### config.mk
export PLATFORM = sky130hd
export DESIGN_NAME = sum_diff_decoder
export DESIGN_NICKNAME = d
export VERILOG_FILES = /design/src/rtl/sum_diff_decoder.sv
export SDC_FILE = /design/constraint.sdc
export NUM_CORES = 1
export LEC_CHECK = 0
export CAP_MARGIN = 40
export CORE_MARGIN = 2
export CORE_UTILIZATION = 30
export CTS_BUF_LIST = sky130_fd_sc_hd__clkbuf_4
export DETAILED_ROUTE_END_ITERATION = 6
export PLACE_DENSITY = 0.56
export SLEW_MARGIN = 20
export SYNTH_ARGS = -nofsm -noshare
export SYNTH_HDL_FRONTEND = slang
export SYNTH_SLANG_ARGS = --single-unit
### constraint.sdc
create_clock -name clk -period 3.2 [get_ports clk]
set_input_delay 0.64 -clock clk [delete_from_list [all_inputs] [get_ports clk]]
set_output_delay 0.64 -clock clk [all_outputs]
set_load 0.01 [all_outputs]
### src/rtl/sum_diff_decoder.sv
// sum_diff_decoder: recovers A/B from a sum/difference pair through a 2-stage valid/ready pipeline.
module sum_diff_decoder #(
  parameter int N     = 32,
  parameter int CNT_W = 8
) (
  input  logic             clk,
  input  logic             rst,
  input  logic             IN_valid,
  output logic             OUT_inReady,
  input  logic [N:0]       IN_sum,
  input  logic [N:0]       IN_diff,
  input  logic             IN_parity,
  output logic             OUT_valid,
  input  logic             IN_outReady,
  output logic [N-1:0]     OUT_dataA,
  output logic [N-1:0]     OUT_dataB,
  output logic             OUT_oddErr,
  output logic             OUT_parErr,
  output logic [CNT_W-1:0] OUT_errCnt
);
  logic           v1, v2, p1;
  logic [N+1:0]   t1, u1, s_ext, d_ext;
  logic           in_fire, out_fire, adv;
  assign s_ext       = {1'b0, IN_sum};
  assign d_ext       = {IN_diff[N], IN_diff};
  assign OUT_valid   = v2;
  assign OUT_inReady = !v1 || !v2 || IN_outReady;
  assign in_fire     = IN_valid && OUT_inReady;
  assign out_fire    = v2 && IN_outReady;
  assign adv         = v1 && (!v2 || IN_outReady);
  // An accepted beat with v1 set implies stage 1 is advancing, so v1 stays set.
  always_ff @(posedge clk) begin
    if (rst) begin
      v1         <= 1'b0;
      v2         <= 1'b0;
      p1         <= 1'b0;
      t1         <= '0;
      u1         <= '0;
      OUT_dataA  <= '0;
      OUT_dataB  <= '0;
      OUT_oddErr <= 1'b0;
      OUT_parErr <= 1'b0;
      OUT_errCnt <= '0;
    end else begin
      v1 <= in_fire ? 1'b1 : (adv ? 1'b0 : v1);
      v2 <= adv ? 1'b1 : (out_fire ? 1'b0 : v2);
      if (in_fire) begin
        t1 <= s_ext + d_ext;
        u1 <= s_ext - d_ext;
        p1 <= IN_parity;
      end
      if (adv) begin
        OUT_dataA  <= t1[N:1];
        OUT_dataB  <= u1[N:1];
        OUT_oddErr <= t1[0];
        OUT_parErr <= (^t1[N:1]) ^ p1;
      end
      if (out_fire && (OUT_oddErr || OUT_parErr) && OUT_errCnt != '1)
        OUT_errCnt <= OUT_errCnt + 1'b1;
    end
  end
endmodule

Word level (Yosys, flattened, before mapping)
Index checks and enable logic that the tools add are counted.
{ "word_totals": {"elab_cells": 33, "in_bits": 71, "ff_bits": 143, "out_inout_bits": 76} }
{ "classes": {"bitwise_logic": 1, "n_eq_ne": 1, "reduce_logical": 14, "n_addsub": 3, "mux": 4} }
{ "ops": {"columns": ["operator", "n"], "rows": [
  ["adder 33 bit", 1],
  ["subtractor 33 bit", 1],
  ["parity 32 bit", 1],
  ["adder 8 x 1 -> 8 bit, second input constant", 1],
  ["!= test 8 bit, second input constant", 1],
  ["logical AND 1 bit", 5],
  ["logical OR 1 bit", 4],
  ["2-to-1 mux 1 bit", 4],
  ["nonzero test 2 bit", 2],
  ["zero test 1 bit", 2],
  ["XOR 1 bit", 1]
]} }

Depth between registers and ports, before layout
Gate-level depths: netlist of the first run.
{ "logic_depth": {"word_depth": 5, "depth_mapped": 11, "mapped_depth_nobuf": 11} }

Worst setup path before layout of the first run
Ideal clock, no wire load.
{ "synth_path": {"path_type": "input port to flip-flop", "startpoint": "input port IN_sum[0]", "endpoint": "register u1[32]", "path_stages": 10, "n_path_buf": 0, "slack_ns": 0.279, "setup_time_ns": 0.081, "required_time_ns": 3.119, "t_arrival_ns": 2.840, "cell_sequence": "inv_1 > ha_1 > fa_1 > nor2b_1 > o2111ai_1 > a211oi_2 > o21ai_1 > a41oi_2 > or4b_1 > a41oi_1"} }
{ "synth_between": {"elab_chain_cells": 1} }
{ "synth_lines": {"columns": ["item", "line", "source"], "rows": [
  ["start: declaration", "10", "input logic [N:0] IN_sum,"],
  ["subtractor 33 bit", "49", "u1 <= s_ext - d_ext;"],
  ["end signal: assignment", "49", null],
  ["end: declaration", "22", "logic [N+1:0] t1, u1, s_ext, d_ext;"]
]} }
No other way between the ends.
A chain may end at the register's enable or synchronous reset.

Final worst setup path of the first run
{ "layout_path": {"startpoint": "input port IN_diff[1]", "endpoint": "register u1[25]"} }
{ "layout_between": {"elab_chain_cells": 1} }
{ "layout_lines": {"columns": ["item", "line", "source"], "rows": [
  ["start: declaration", "11", "input logic [N:0] IN_diff,"],
  ["subtractor 33 bit", "49", null]
]} }
No other way between the ends.

==> impl_metrics.tcl, run 1 <==
set metrics [dict create \
    hpwl_um 22260 \
    cp.required_ps 3730 \
    grt_pass1_wl_um 45420 \
    pwr_density_cell_nw_per_um2 404.8 \
    syn_area_um2 8934 \
    fin_cells 1824 \
    die_w_um 176.6 \
    vias 8851 \
    power.internal_mw 3.219 \
    slew_headroom 0.5434 \
    drt-total-wl_um 28080 \
    grt_pass1_vias 8324 \
    end_kind "flip-flop" \
    io-pin-count 147 \
    critical_path_arrival_ps 3630 \
    first_pass_iters 5 \
    worst_pin_slew_ps 684.2 \
    worstSetupStartpointType "primary input" \
    dp.cells 1790 \
    synth_cells 1164 \
    worstHoldStart "u1[12]$_SDFFE_PP0P_" \
    fin_crit_ps 3100 \
    die_area_um2 31180 \
    synth_edf_count 0 \
    reg2reg_from "OUT_valid$_SDFFE_PP0P_" \
    leakage_nw 4.877 \
    numCtsBuffers 17 \
    core_um2 29480 \
    hold_depth 2 \
    root_buffer "clkbuf_4" \
    grt_usage 0.1827 \
    avgViaCountPerCell 4.853 \
    synthMostInstantiatedCell "nand2_1" \
    netlist_top_cells_count "201 x nand2_1, 151 x a21oi_1, 142 x dfxtp_1" \
    synth_nets 1302 \
    avgSynthCellArea_um2 7.675 \
    status "finished clean" \
    min_path_type "reg -> reg" \
    final_util 0.4129 \
    route.detailed.drc 0 \
    wl_met2_um 11350 \
    rsz0062_at_grt "true" \
    drtIter0Drc 681 \
    ant_nets 0 \
    cp_max_fo 3 \
    insertion_delay_ps 570 \
    rows 63 \
    ys_types 78 \
    min_to "OUT_dataB[11]$_SDFFE_PP0P_" \
    maxCapViolCount 0 \
    drv_slew 0 \
    rr_endpoint "u1[22]$_SDFFE_PP0P_" \
    final_area_um2 12170 \
    yosys-top-cells-area "dfxtp_1 32%, ha_1 9.1%, a21oi_1 8.5%, nand2_1 8.4%, xnor2_1 6.5%" \
    grt_antenna_before_repair 1 \
    htree_num_levels 4 \
    setup_violations 0 \
    finalClockSkew_ps 23.94 \
    initial_core_util 0.3030 \
    drive_above_1_share 0.1612 \
    clock_sinks 142 \
    p_comb_frac 0.350 \
    wl_per_cell_um 15.39 \
    grt_max_degree 134 \
    pwr-share-clk 0.248 \
    switching_share 0.3467 \
    yosysSeqAreaShare 0.3182 \
    placed_cell_area_um2 11840 \
    seqPwrFrac 0.403 \
    finalNetCount 1558 \
    post-synth-top-area-cell "dfxtp_1" \
    die_h_um 176.6 \
    cts.reportedPaths.clkPinSlew_ps 150 \
    grt_overflow 0 \
    rr_worst_depth 7 \
    drt-met1-wl_um 14950 \
    min_period_over_period 0.9686 \
    ctsLongestPathBuffers 2 \
    synth_top_area_share 0.3182 \
    netSwitchingPower_mw 1.709 \
    yosysWarnings 0 \
    finalWeightedCongestion 0.8993 \
    io_buffers 146 \
    async_flop_share 0 \
    synth_ff_type "dfxtp_1" \
    cts_tree "built" \
    n_fill_cell 3065 \
    syn2layout_area_growth_pct 36.26 \
    highest_layer "met4" \
    r2r_slack_ps 980 \
    peakVddDrop_uv 259.1 \
    max_freq_ghz 0.3226 \
    finalHoldViolations 0 \
    routed-wl-met3_um 1502 \
    ys_seq_elements 142 \
    crit_type "in -> reg" \
]
==> power groups by stage <==
stage          registers (mW)  logic [mW]  clock network, mW
6_report                 1.98        1.72               1.22
5_1_grt                  2.00        1.89               1.33
4_1_cts                  1.98        1.71               1.26
3_5_place_dp             2.02        1.71                  0
3_3_place_gp             2.02        1.70                  0
2_1_floorplan            2.01        1.01                  0
==> layout make-up <==
class | instances | area [um2] | area share
multi-input combinational | 888 | 5592 | 0.4593
sequential | 142 | 2843 | 0.2335
timing repair buffer | 309 | 2720 | 0.2235
tap | 390 | 488.0 | 0.04009
clock inverter | 14 | 160.2 | 0.01316
antenna | 1 | 2.502 | 0.0002056
inverter | 62 | 232.7 | 0.01912
clock buffer | 18 | 135.1 | 0.01110
==> placed cells by master, fill, tap and decap left out, types with 29 or more instances in the layout <==
cell             Yosys  final
a21oi_1            151    151
buf_4                1    161
clkdlybuf4s50_1      0    145
dfxtp_1            142    142
ha_1                65     64
inv_1               58     58
nand2_1            201    200
nand3_1             29     29
nor2_1              81     81
xnor2_1             66     66
==> through the flow <==
stage / TNS (ps) / power, mW / hold WS, ps / worst slack, ps
floorplan: 0 / 3.014 / 424.9 / 279.1
global placement: -10980 / 3.716 / 436.7 / -661.2
detailed placement: -11940 / 3.731 / 443.5 / -690.4
CTS: 0 / 4.959 / 445.8 / 29.83
global route: -76.14 / 5.224 / 455.0 / -65.99
finish: 0 / 4.928 / 458.8 / 100.3
==> critical path: stages <==
cell and delay, ps:
clkdlybuf4s50_1 530, inv_1 70, ha_1 290, nand2b_1 80, a21oi_1 250, o311ai_1 200, a21o_1 280, a2111oi_4 460
o211ai_1 170, a2111oi_0 490, a311o_1 170
==> cells by family (layout without fill, tap and decap cells) <==
kind of cell,after synthesis,in the layout,synth area share
AOI/OAI and AO/OA,319,319,0.2325
xor gates and xnor gates,80,80,0.07843
adders and majority gates,67,67,0.09552
buffers and inverters,134,403,0.06008
DFF,142,142,0.3182
muxes,5,5,0.005602
other,0,1,0
and+or+nand+nor,417,417,0.2097
==> registers in the layout, indices dropped and copies added (netlist names) <==
name / count
v1: 1
OUT_errCnt: 8
OUT_dataB: 32
t1: 33
u1: 32
OUT_parErr: 1
p1: 1
OUT_oddErr: 1
OUT_valid: 1
OUT_dataA: 32
==> timing repair <==
action | 4_1_cts | 5_1_grt
hold buffers | 0 | 0
pin swaps | 0 | 2
gates resized for setup | 1 | 8
endpoints found under the setup margin | 1 | 10
buffers inserted | 0 | 1
==> per-layer routing <==
metal	track usage	vias up
met5	0	-
met4	0.03960	0
met3	0.02649	19
met2	0.2627	245
met1	0.2837	4051
li1	-	4536
==> how the worst max path moves through the flow <==
stage               start             endpoint  cells past startpoint
2_1_floorplan   IN_sum[0]  u1[32]$_SDFFE_PP0P_                     10
3_3_place_gp   IN_diff[1]  u1[31]$_SDFFE_PP0P_                     13
3_5_place_dp   IN_diff[1]  u1[31]$_SDFFE_PP0P_                     13
4_1_cts        IN_diff[1]  u1[31]$_SDFFE_PP0P_                     13
5_1_grt        IN_diff[3]  u1[31]$_SDFFE_PP0P_                     13
6_report       IN_diff[1]  u1[25]$_SDFFE_PP0P_                     11
Note: power is estimated with default switching activity, not from simulation.
==> run 2, diff against run 1 <==
- clock period: 3.2 -> 4 ns (I/O delays scaled with it)
==> run 2 against run 1 <==
  * Clock skew hardly changed
  * Sequential share of layout area is 2.1 points higher
  * Die area stayed put
  * Register-to-register slack better by 750 ps
  * Critical endpoint unchanged
  * Largest cell class unchanged
==> impl_metrics.tcl, run 2 (same netlist as run 1, synthesis figures left out) <==
set metrics [dict create \
    die_w_um 176.6 \
    top_register "t1" \
    wl_per_cell_um 16.21 \
    tns_ps 0 \
    grt_pass1_vias 7841 \
    grt_usage 0.1766 \
    grt_antenna_before_repair 1 \
    maxCapViolCount 0 \
    end_kind "flip-flop" \
    holdWs_ps 456.6 \
    drive_above_1_share 0.07504 \
    die_area_um2 31180 \
    rows 63 \
    grt_max_degree 53 \
    cts_tree "built" \
    setup_violations 0 \
    power.internal_mw 2.445 \
    use_met1 0.2787 \
    route.detailed.drc 0 \
    seqPwrFrac 0.427 \
    finalHoldViolations 0 \
    pwr_density_cell_nw_per_um2 333.2 \
    root_buffer "clkbuf_4" \
    htree_num_levels 4 \
    finalNetCount 1431 \
    final_common_cell "nand2_1" \
    io_buffers 146 \
    postCtsResizedCells 0 \
    vias 8469 \
    avgViaCountPerCell 4.991 \
    layout_common_cells "200 x nand2_1, 151 x a21oi_1, 145 x clkdlybuf4s50_1" \
    drt-total-wl_um 27510 \
    peakVddDrop_uv 161.1 \
    slew_headroom 0.4787 \
    hpwl_um 21110 \
    critical_path_arrival_ps 3980 \
    ctsHoldBuffers 0 \
    drtIter0Drc 790 \
    finalClockSkew_ps 23.72 \
    first_pass_iters 5 \
    io-pin-count 147 \
    insertion_delay_ps 550 \
    crit_type "in -> reg" \
    rsz0062_at_grt "false" \
    cp.required_ps 4490 \
    pwr-share-clk 0.247 \
    cp_max_fo 8 \
    ctsLongestPathBuffers 2 \
    post_cts_buffers 0 \
    leakage_nw 4.273 \
    fin_crit_ps 3484 \
    grt_use_met3 0.02326 \
    cts.reportedPaths.clkPinSlew_ps 120 \
    max_freq_ghz 0.2871 \
    p_comb_frac 0.327 \
    core_um2 29480 \
    worst_pin_slew_ps 780.2 \
    numCtsBuffers 17 \
    grt_pass1_wl_um 43640 \
    switching_share 0.3437 \
    drv_slew 0 \
    min_path_type "reg -> reg" \
    status "finished clean" \
    grt_overflow 0 \
    netSwitchingPower_mw 1.281 \
    die_h_um 176.6 \
    ant_nets 0 \
    gr-usage-met2 0.2515 \
    min_period_over_period 0.8709 \
    initial_core_util 0.3030 \
    largest_reg_flops 33 \
    fin_cells 1697 \
    top_usage_layer "met1" \
    finalWeightedCongestion 0.9068 \
    worstSetupStartpointType "primary input" \
    syn2layout_area_growth_pct 25.18 \
    dp.cells 1664 \
    clock_sinks 142 \
]
-- run 2: cell types whose count changed in the layout (fill, tap and decap cells not counted), moves of 3 or more --
cell / change
inv_6: -3
clkinvlp_4: -3
buf_4: -128
clkinv_2: +5
-- run 2: worst paths after layout --
kind                            depth (start not counted)                       start                          to  slack, ps
worst max-delay path                                   11                  IN_diff[2]         u1[25]$_SDFFE_PP0P_        520
worst min-delay path                                    2  OUT_dataA[29]$_SDFFE_PP0P_  OUT_dataA[29]$_SDFFE_PP0P_        460
worst max register to register                          6      OUT_valid$_SDFFE_PP0P_         u1[32]$_SDFFE_PP0P_       1730
worst min register to register                          2  OUT_dataA[29]$_SDFFE_PP0P_  OUT_dataA[29]$_SDFFE_PP0P_        460
-- run 2: per-stage QoR --
step                      total power [mW]  area [um2]  setup slack (ps)  utilization
after floorplan                      2.412        8934             919.1            -
after global placement               2.823       10910             98.18       0.3701
after detailed placement             2.831       10910             18.99       0.3701
after CTS                            3.752       11180             607.1       0.3793
after global routing                 3.940       11180             388.9       0.3793
final                                3.726       11180             516.3       0.3793
-- run 2: critical path: stages --
cell and delay [ps]:
clkdlybuf4s50_1 480, inv_1 50, ha_1 390, nand3_1 110
a21oi_1 280, o311ai_1 280, a21o_1 290, a2111oi_4 400
o211ai_1 170, a2111oi_0 540, a311o_1 170
-- run 2: cell type report --
type	instances	area [um2]
diodes	1	2.502
clock buffers	20	150.1
clock inverters	12	120.1
fillers	3140	18300
inverters	62	232.7
multi-input cells	888	5568
flip-flops and latches	142	2843
well taps	390	488.0
repair buffers	182	1779
-- run 2: per-layer routing --
metal	routed length [um]	vias up	part of all wire
li1	-	4288	-
met1	14530	3903	0.53
met2	11210	263	0.41
met3	1544	15	0.056
met4	222	0	0.0081
met5	0	-	0
-- run 2: power by group through the flow --
| stage | registers, mW | logic [mW] | clock network, mW |
|---|---|---|---|
| 6_report | 1.59 | 1.22 | 0.919 |
| 5_1_grt | 1.60 | 1.34 | 1.00 |
| 4_1_cts | 1.59 | 1.22 | 0.947 |
| 3_5_place_dp | 1.62 | 1.21 | 0 |
| 3_3_place_gp | 1.62 | 1.20 | 0 |
| 2_1_floorplan | 1.60 | 0.807 | 0 |
==> run 3, diff against run 2 <==
- CTS_CLUSTER_SIZE: unset -> 20
==> results of run 3 <==
Final layout, timing and power as in run 2 (identical DEF).
